**config.mk**
```make
export PLATFORM = sky130hd
export DESIGN_NAME = ram_bank
export DESIGN_NICKNAME = d
export VERILOG_FILES = /design/src/rtl/ram_bank_pkg.sv /design/src/rtl/ram_bank_array.sv /design/src/rtl/ram_bank.sv
export SDC_FILE = /design/constraint.sdc
export NUM_CORES = 2
export LEC_CHECK = 0
export ABC_CLOCK_PERIOD_IN_PS = 14860
export CAP_MARGIN = 10
export CORE_MARGIN = 2
export CORE_UTILIZATION = 60
export CTS_CLUSTER_DIAMETER = 30
export CTS_CLUSTER_SIZE = 28
export DETAILED_ROUTE_END_ITERATION = 16
export DONT_BUFFER_PORTS = 1
export PLACE_DENSITY = 0.72
export SYNTH_ARGS = -nofsm -noshare
export SYNTH_HDL_FRONTEND = slang
export SYNTH_SLANG_ARGS = --single-unit
```
**constraint.sdc**
```tcl
create_clock -name clk -period 14.86 [get_ports clk]
set_clock_uncertainty 0.05 [all_clocks]
set_input_delay 2.972 -clock clk [delete_from_list [all_inputs] [get_ports clk]]
set_output_delay 2.972 -clock clk [all_outputs]
set_load 0.03 [all_outputs]
```
**src/rtl/ram_bank_pkg.sv**
```systemverilog
// ram_bank shared definitions:
// FSM state encoding and requester ids.
package ram_bank_pkg;

  typedef enum logic [1:0] {
    ST_INIT,
    ST_IDLE,
    ST_WAIT,
    ST_ACK
  } state_e;

  localparam logic PORT_D = 1'b0;
  localparam logic PORT_I = 1'b1;

endpackage

```
**src/rtl/ram_bank_array.sv**
```systemverilog
// Single-port word storage:
// byte-enabled synchronous write, asynchronous read.
module ram_array #(
  parameter int unsigned DATA_W = 16,
  parameter int unsigned ADDR_W = 8
) (
  input  logic                clk_i,
  input  logic                we_i,
  input  logic [ADDR_W-1:0]   addr_i,
  input  logic [DATA_W-1:0]   wdata_i,
  input  logic [DATA_W/8-1:0] be_i,
  output logic [DATA_W-1:0]   rdata_o
);

  localparam int unsigned BW = DATA_W / 8;

  logic [DATA_W-1:0] mem_q [2**ADDR_W];

  always_ff @(posedge clk_i) begin
    if (we_i) begin
      for (int k = 0; k < BW; k++) begin
        if (be_i[k]) begin
          mem_q[addr_i][8*k +: 8] <= wdata_i[8*k +: 8];
        end
      end
    end
  end

  assign rdata_o = mem_q[addr_i];

endmodule

```
**src/rtl/ram_bank.sv**
```systemverilog
// Two-requester RAM bank: data and fetch ports
// share one array via a fair arbiter and wait FSM.
module ram_bank
  import ram_bank_pkg::*;
#(
  parameter int unsigned DATA_W     = 16,
  parameter int unsigned ADDR_W     = 8,
  parameter int unsigned WAIT       = 1,
  parameter int unsigned INIT_CLEAR = 1
) (
  input  logic                clk,
  input  logic                rst,
  input  logic                d_req,
  input  logic                d_we,
  input  logic [ADDR_W-1:0]   d_addr,
  input  logic [DATA_W-1:0]   d_wdata,
  input  logic [DATA_W/8-1:0] d_be,
  output logic [DATA_W-1:0]   d_rdata,
  output logic                d_ack,
  input  logic                i_req,
  input  logic [ADDR_W-1:0]   i_addr,
  output logic [DATA_W-1:0]   i_rdata,
  output logic                i_ack,
  output logic                ready
);

  localparam int unsigned BW = DATA_W / 8;
  localparam logic [ADDR_W:0] CLR_ONE = 1;

  state_e              state_q, state_d;
  logic [ADDR_W:0]     clr_q, clr_d;
  logic [2:0]          cnt_q, cnt_d;
  logic                last_q, last_d;
  logic                port_q, port_d;
  logic                we_q, we_d;
  logic [ADDR_W-1:0]   addr_q, addr_d;
  logic [DATA_W-1:0]   wdata_q, wdata_d;
  logic [BW-1:0]       be_q, be_d;
  logic [DATA_W-1:0]   drd_q, drd_d;
  logic [DATA_W-1:0]   ird_q, ird_d;

  logic                gnt;
  logic                mem_we;
  logic [ADDR_W-1:0]   mem_addr;
  logic [DATA_W-1:0]   mem_wdata;
  logic [BW-1:0]       mem_be;
  logic [DATA_W-1:0]   mem_rdata;

  always_comb begin
    state_d   = state_q;
    clr_d     = clr_q;
    cnt_d     = cnt_q;
    last_d    = last_q;
    port_d    = port_q;
    we_d      = we_q;
    addr_d    = addr_q;
    wdata_d   = wdata_q;
    be_d      = be_q;
    drd_d     = drd_q;
    ird_d     = ird_q;
    gnt       = PORT_D;
    mem_we    = 1'b0;
    mem_addr  = addr_q;
    mem_wdata = wdata_q;
    mem_be    = be_q;
    d_ack     = 1'b0;
    i_ack     = 1'b0;
    d_rdata   = drd_q;
    i_rdata   = ird_q;
    ready     = 1'b1;
    unique case (state_q)
      ST_INIT: begin
        ready = 1'b0;
        if (INIT_CLEAR != 0 && !clr_q[ADDR_W]) begin
          mem_we    = 1'b1;
          mem_addr  = clr_q[ADDR_W-1:0];
          mem_wdata = '0;
          mem_be    = '1;
          clr_d     = clr_q + CLR_ONE;
        end else begin
          state_d = ST_IDLE;
        end
      end
      ST_IDLE: begin
        if (d_req || i_req) begin
          // on a tie, the port not served last wins
          gnt = (d_req && (!i_req || last_q == PORT_I))
              ? PORT_D : PORT_I;
          port_d = gnt;
          last_d = gnt;
          if (gnt == PORT_D) begin
            we_d    = d_we;
            addr_d  = d_addr;
            wdata_d = d_wdata;
            be_d    = d_be;
          end else begin
            we_d    = 1'b0;
            addr_d  = i_addr;
          end
          cnt_d   = 3'(WAIT);
          state_d = (WAIT == 0) ? ST_ACK : ST_WAIT;
        end
      end
      ST_WAIT: begin
        if (cnt_q <= 3'd1) begin
          cnt_d   = 3'd0;
          state_d = ST_ACK;
        end else begin
          cnt_d = cnt_q - 3'd1;
        end
      end
      ST_ACK: begin
        state_d = ST_IDLE;
        mem_we  = we_q;
        if (port_q == PORT_D) begin
          d_ack = 1'b1;
          if (!we_q) begin
            d_rdata = mem_rdata;
            drd_d   = mem_rdata;
          end
        end else begin
          i_ack   = 1'b1;
          i_rdata = mem_rdata;
          ird_d   = mem_rdata;
        end
      end
      default: state_d = ST_INIT;
    endcase
  end

  always_ff @(posedge clk or posedge rst) begin
    if (rst) begin
      state_q <= ST_INIT;
      clr_q   <= '0;
      cnt_q   <= '0;
      last_q  <= PORT_I;
      port_q  <= PORT_D;
      we_q    <= 1'b0;
      addr_q  <= '0;
      wdata_q <= '0;
      be_q    <= '0;
      drd_q   <= '0;
      ird_q   <= '0;
    end else begin
      state_q <= state_d;
      clr_q   <= clr_d;
      cnt_q   <= cnt_d;
      last_q  <= last_d;
      port_q  <= port_d;
      we_q    <= we_d;
      addr_q  <= addr_d;
      wdata_q <= wdata_d;
      be_q    <= be_d;
      drd_q   <= drd_d;
      ird_q   <= ird_d;
    end
  end

  // reset must block any array write on the edge it overlaps
  ram_array #(
    .DATA_W (DATA_W),
    .ADDR_W (ADDR_W)
  ) u_array (
    .clk_i   (clk),
    .we_i    (mem_we & ~rst),
    .addr_i  (mem_addr),
    .wdata_i (mem_wdata),
    .be_i    (mem_be),
    .rdata_o (mem_rdata)
  );

endmodule

```
==> impl_results.md <==
* Status: finished, final reports clean
* Sink Count at ~4200
* IO Count at 74
* Number of warning messages in the yosys log at 0
* Detailed router's first-iteration violation count at between 15000 and 20000
* Core area at around 260000 um^2
* Routing layer with the top usage in global route: met2
* Hold Vio Cnt, Final at 0
* TritonCTS buffer count at 621
* Async set or reset register ratio after synthesis at approximately 1.8%
* Area share of the leading cell type in the synthesized netlist at roughly four fifths
* Capturing element type of the critical path: primary output
* Pin count of the biggest net entering global routing at 193
* Placed cell area at between 150000 and 200000 um^2
* Remaining global-route overflow at 0
* Starting Density at 60.38%
* Post-detail-place hpwl at about 240000 um
* WP data required at between 10000 and 15000 ps
* Number of enable flip-flop cells after synthesis at ~4100
* Portion of the clock cycle consumed by the worst path in the final layout at between 70% and 80%
* Period minus WS final at 10720 ps
* Count of input and output buffers at 0
* DIE HEIGHT at around 510 um
* Main area contributors after synthesis: sky130_fd_sc_hd__edfxtp_1 (79%), sky130_fd_sc_hd__a22oi_1 (9.9%), sky130_fd_sc_hd__a21oi_1 (3.4%)
* Initial antenna violation count at 10
* Total number of nets in the final design at ~9000
* First-pass iteration count of the detailed router at 7
* Startpoint type of the worst setup path: flop
* Hold buffer count at CTS at 0
* Most common flop cell mapped by yosys: sky130_fd_sc_hd__edfxtp_1
* Met1 global-route usage at a little over two fifths
* Avg Vias per Cell at around 7
* Final setup violation count at 0
* Die area at 262900 um^2
* Met2 routing resource usage after global routing at 49.28%
* Antenna Violating Nets Remaining at 0
* Area growth syn-to-layout at 15.91%
* Critical Setup Path Class: flop to primary output
* Worst-case vdd ir drop at ~150 uV
* Global-route wire length before repair at between 600000 and 700000 um
* Layout cells sized above 1 at about 13%
* Post-route cell area at between 150000 and 200000 um^2
* Final WL at 427700 um
* Synthesized net count at approximately 9100
* Gate count of the mapped netlist at just over 9000
* Total power per unit cell area at 152.7 nW/um^2
* Number of global-route vias before repair at 90030
* Post-cts sizing count at 0
* Hold Path Class: flop to flop
* Worst-path fanout max at 105
* Number of pins with negative max-slew slack in the final report at 0
* Summed instance area of the synthesized netlist at 155300 um^2
* Buffer count from post-CTS setup fixing at 0
* Number of vias in the routed layout at approximately 93000
* Setup repair after global routing missed its margin: false
* Detailed-route DRC error count at 0
* Insertion delay to the later sink of the worst-skew pair at 1080 ps
* Measured slew at the worst slew-check pin at 1422 ps
* Leakage power summed over all cells at roughly 62 nW
* Maximum count of clock buffers along a single path at 4
* Sequential element share of the synthesized area at between 80% and 90%
* Number of max-capacitance violations reported at 0
* Top cell type by total area after synthesis: sky130_fd_sc_hd__edfxtp_1
* Final core utilization at roughly 70%
* Final sum of negative setup slack at 0 ps
* Overall track demand over capacity in global routing at between 30% and 40%
* Commonest non-fill, non-tap cells in the layout: sky130_fd_sc_hd__edfxtp_1 (4096), sky130_fd_sc_hd__a22oi_1 (2048), sky130_fd_sc_hd__a21oi_1 (1059)
* Mean instance size in the synthesized netlist at approximately 17 um^2
* Fmax at 0.09328 GHz
* Root buffer cell: sky130_fd_sc_hd__clkbuf_16
* Most common cell after layout, fill and taps aside: sky130_fd_sc_hd__edfxtp_1
* H-tree depth reported by CTS at 6
* Clock slew seen by the registers of the worst setup and hold paths at around 40 ps
* Total power after layout at 0.02747 W
* Worst-case headroom to the max-slew limit at 5.202%
* Rows at 186
* GR Layer Usage met3 at 6.420%
* WL/cell at between 30 and 40 um
* Yosys reg bits at between 4000 and 5000
* Crit path DAT at around 7700 ps
* Width of the chip at around 500 um
* Count of different cell masters after synthesis at 47
* TritonCTS clock tree: built
* Gpl congestion at approximately 0.86
* Final Hold Slack at 450.7 ps
## worst max-delay path: stages (launching register included)
cell and delay [ps]:
sky130_fd_sc_hd__dfrtp_1 420, sky130_fd_sc_hd__inv_1 110, sky130_fd_sc_hd__ha_1 320, sky130_fd_sc_hd__nand2b_2 130, sky130_fd_sc_hd__buf_4 310, sky130_fd_sc_hd__nand3_1 200
sky130_fd_sc_hd__o31a_2 730, sky130_fd_sc_hd__buf_12 480, sky130_fd_sc_hd__buf_12 370, sky130_fd_sc_hd__a21oi_1 110, sky130_fd_sc_hd__o41ai_1 1150, sky130_fd_sc_hd__a41oi_1 720
sky130_fd_sc_hd__a2111oi_2 810, sky130_fd_sc_hd__buf_4 320, sky130_fd_sc_hd__a21oi_1 270
## cells in the mapped netlist (2+ instances only)
| cell | count |
|---|---|
| sky130_fd_sc_hd__o41ai_2 | 16 |
| sky130_fd_sc_hd__or3_1 | 3 |
| sky130_fd_sc_hd__clkbuf_1 | 400 |
| sky130_fd_sc_hd__o41ai_1 | 240 |
| sky130_fd_sc_hd__a21oi_1 | 1059 |
| sky130_fd_sc_hd__edfxtp_1 | 4096 |
| sky130_fd_sc_hd__nand2b_1 | 8 |
| sky130_fd_sc_hd__buf_4 | 9 |
| sky130_fd_sc_hd__mux2i_1 | 8 |
| sky130_fd_sc_hd__a41oi_1 | 48 |
| sky130_fd_sc_hd__nand2_1 | 66 |
| sky130_fd_sc_hd__nor2_1 | 560 |
| sky130_fd_sc_hd__a31o_1 | 2 |
| sky130_fd_sc_hd__and2_1 | 17 |
| sky130_fd_sc_hd__o31ai_1 | 4 |
| sky130_fd_sc_hd__ha_1 | 7 |
| sky130_fd_sc_hd__nor4bb_1 | 2 |
| sky130_fd_sc_hd__mux2_2 | 19 |
| sky130_fd_sc_hd__buf_6 | 18 |
| sky130_fd_sc_hd__nand3b_1 | 4 |
| sky130_fd_sc_hd__nand3_1 | 12 |
| sky130_fd_sc_hd__a22oi_1 | 2048 |
| sky130_fd_sc_hd__xor2_1 | 4 |
| sky130_fd_sc_hd__o21a_1 | 5 |
| sky130_fd_sc_hd__a31oi_1 | 7 |
| sky130_fd_sc_hd__o21ai_1 | 3 |
| sky130_fd_sc_hd__dfrtp_1 | 74 |
| sky130_fd_sc_hd__o31a_1 | 3 |
| sky130_fd_sc_hd__xnor2_1 | 3 |
| sky130_fd_sc_hd__nor2b_1 | 4 |
| sky130_fd_sc_hd__inv_1 | 16 |
| sky130_fd_sc_hd__buf_1 | 44 |
| sky130_fd_sc_hd__o21ai_0 | 13 |
| sky130_fd_sc_hd__nand4_1 | 19 |
| sky130_fd_sc_hd__a2111oi_2 | 16 |
| sky130_fd_sc_hd__buf_2 | 232 |
## through the flow
stage	setup WS (ps)	cells
global placement	5313	11980
CTS	4208	13130
finish	4139	13140
floorplan	8673	9100
global route	4077	13130
detailed placement	5249	11980
## metal layers
| metal | up-vias | wire [um] |
|---|---|---|
| met5 | - | 31 |
| met4 | 4 | 24610 |
| met1 | 46790 | 152700 |
| met3 | 1104 | 48690 |
| li1 | 38020 | - |
| met2 | 6969 | 201700 |
## report_power, final
part / internal (W) / leakage (nW) / switching [W]
clock network: 0.00911 / 10.3 / 0.00562
registers: 0.0127 / 46.8 / 0.000000737
logic: 0.00000231 / 4.48 / 0.0000130
## sequential cells by signal, indices dropped and copies added (netlist names)
| signal | flops |
|---|---|
| clr_q | 9 |
| be_q | 2 |
| addr_q | 8 |
| we_q | 1 |
| cnt_q | 3 |
| state_q | 2 |
| drd_q | 16 |
| u_array.mem_q | 4096 |
| last_q | 1 |
| port_q | 1 |
| ird_q | 16 |
| wdata_q | 16 |
## layout make-up
class                           count  area (um^2)
Sequential cell                  4171       124900
Fill cell                       15100        77180
Multi-Input combinational cell   4210        27500
Clock buffer                      697        15920
Clock inverter                    451         5579
Tap cell                         3384         4234
Timing Repair Buffer              200         1794
Inverter                           16        61.31
Antenna cell                        7        17.52
## final timing paths
kind / from / end / slack [ps] / cells past startpoint
min in group asynchronous: rst / cnt_q[2] / 1640 / 1
max in group asynchronous: rst / ird_q[2] / 11980 / 2
setup / recovery: state_q[0] / i_rdata[3] / 4140 / 14
hold reg to reg: wdata_q[5] / wdata_q[5] / 450 / 1
hold / removal: wdata_q[5] / wdata_q[5] / 450 / 1
setup reg to reg: state_q[0] / ird_q[3] / 7910 / 14
## cells by family (layout without fill, tap and decap cells)
kind of cell               after synthesis  count (layout)  synth area share (%)
AOI/OAI and AO/OA                     3470            3470                 15.45
muxes                                   28              28                0.1982
adders and majority gates                7               7               0.05640
DFF                                   4171            4171                 80.42
xor gates and xnor gates                 7               7               0.03948
and+or+nand+nor                        698             698                 1.804
other                                    0               7                     0
buffers and inverters                  719            1364                 2.034
(Power assumes the default switching activity.)
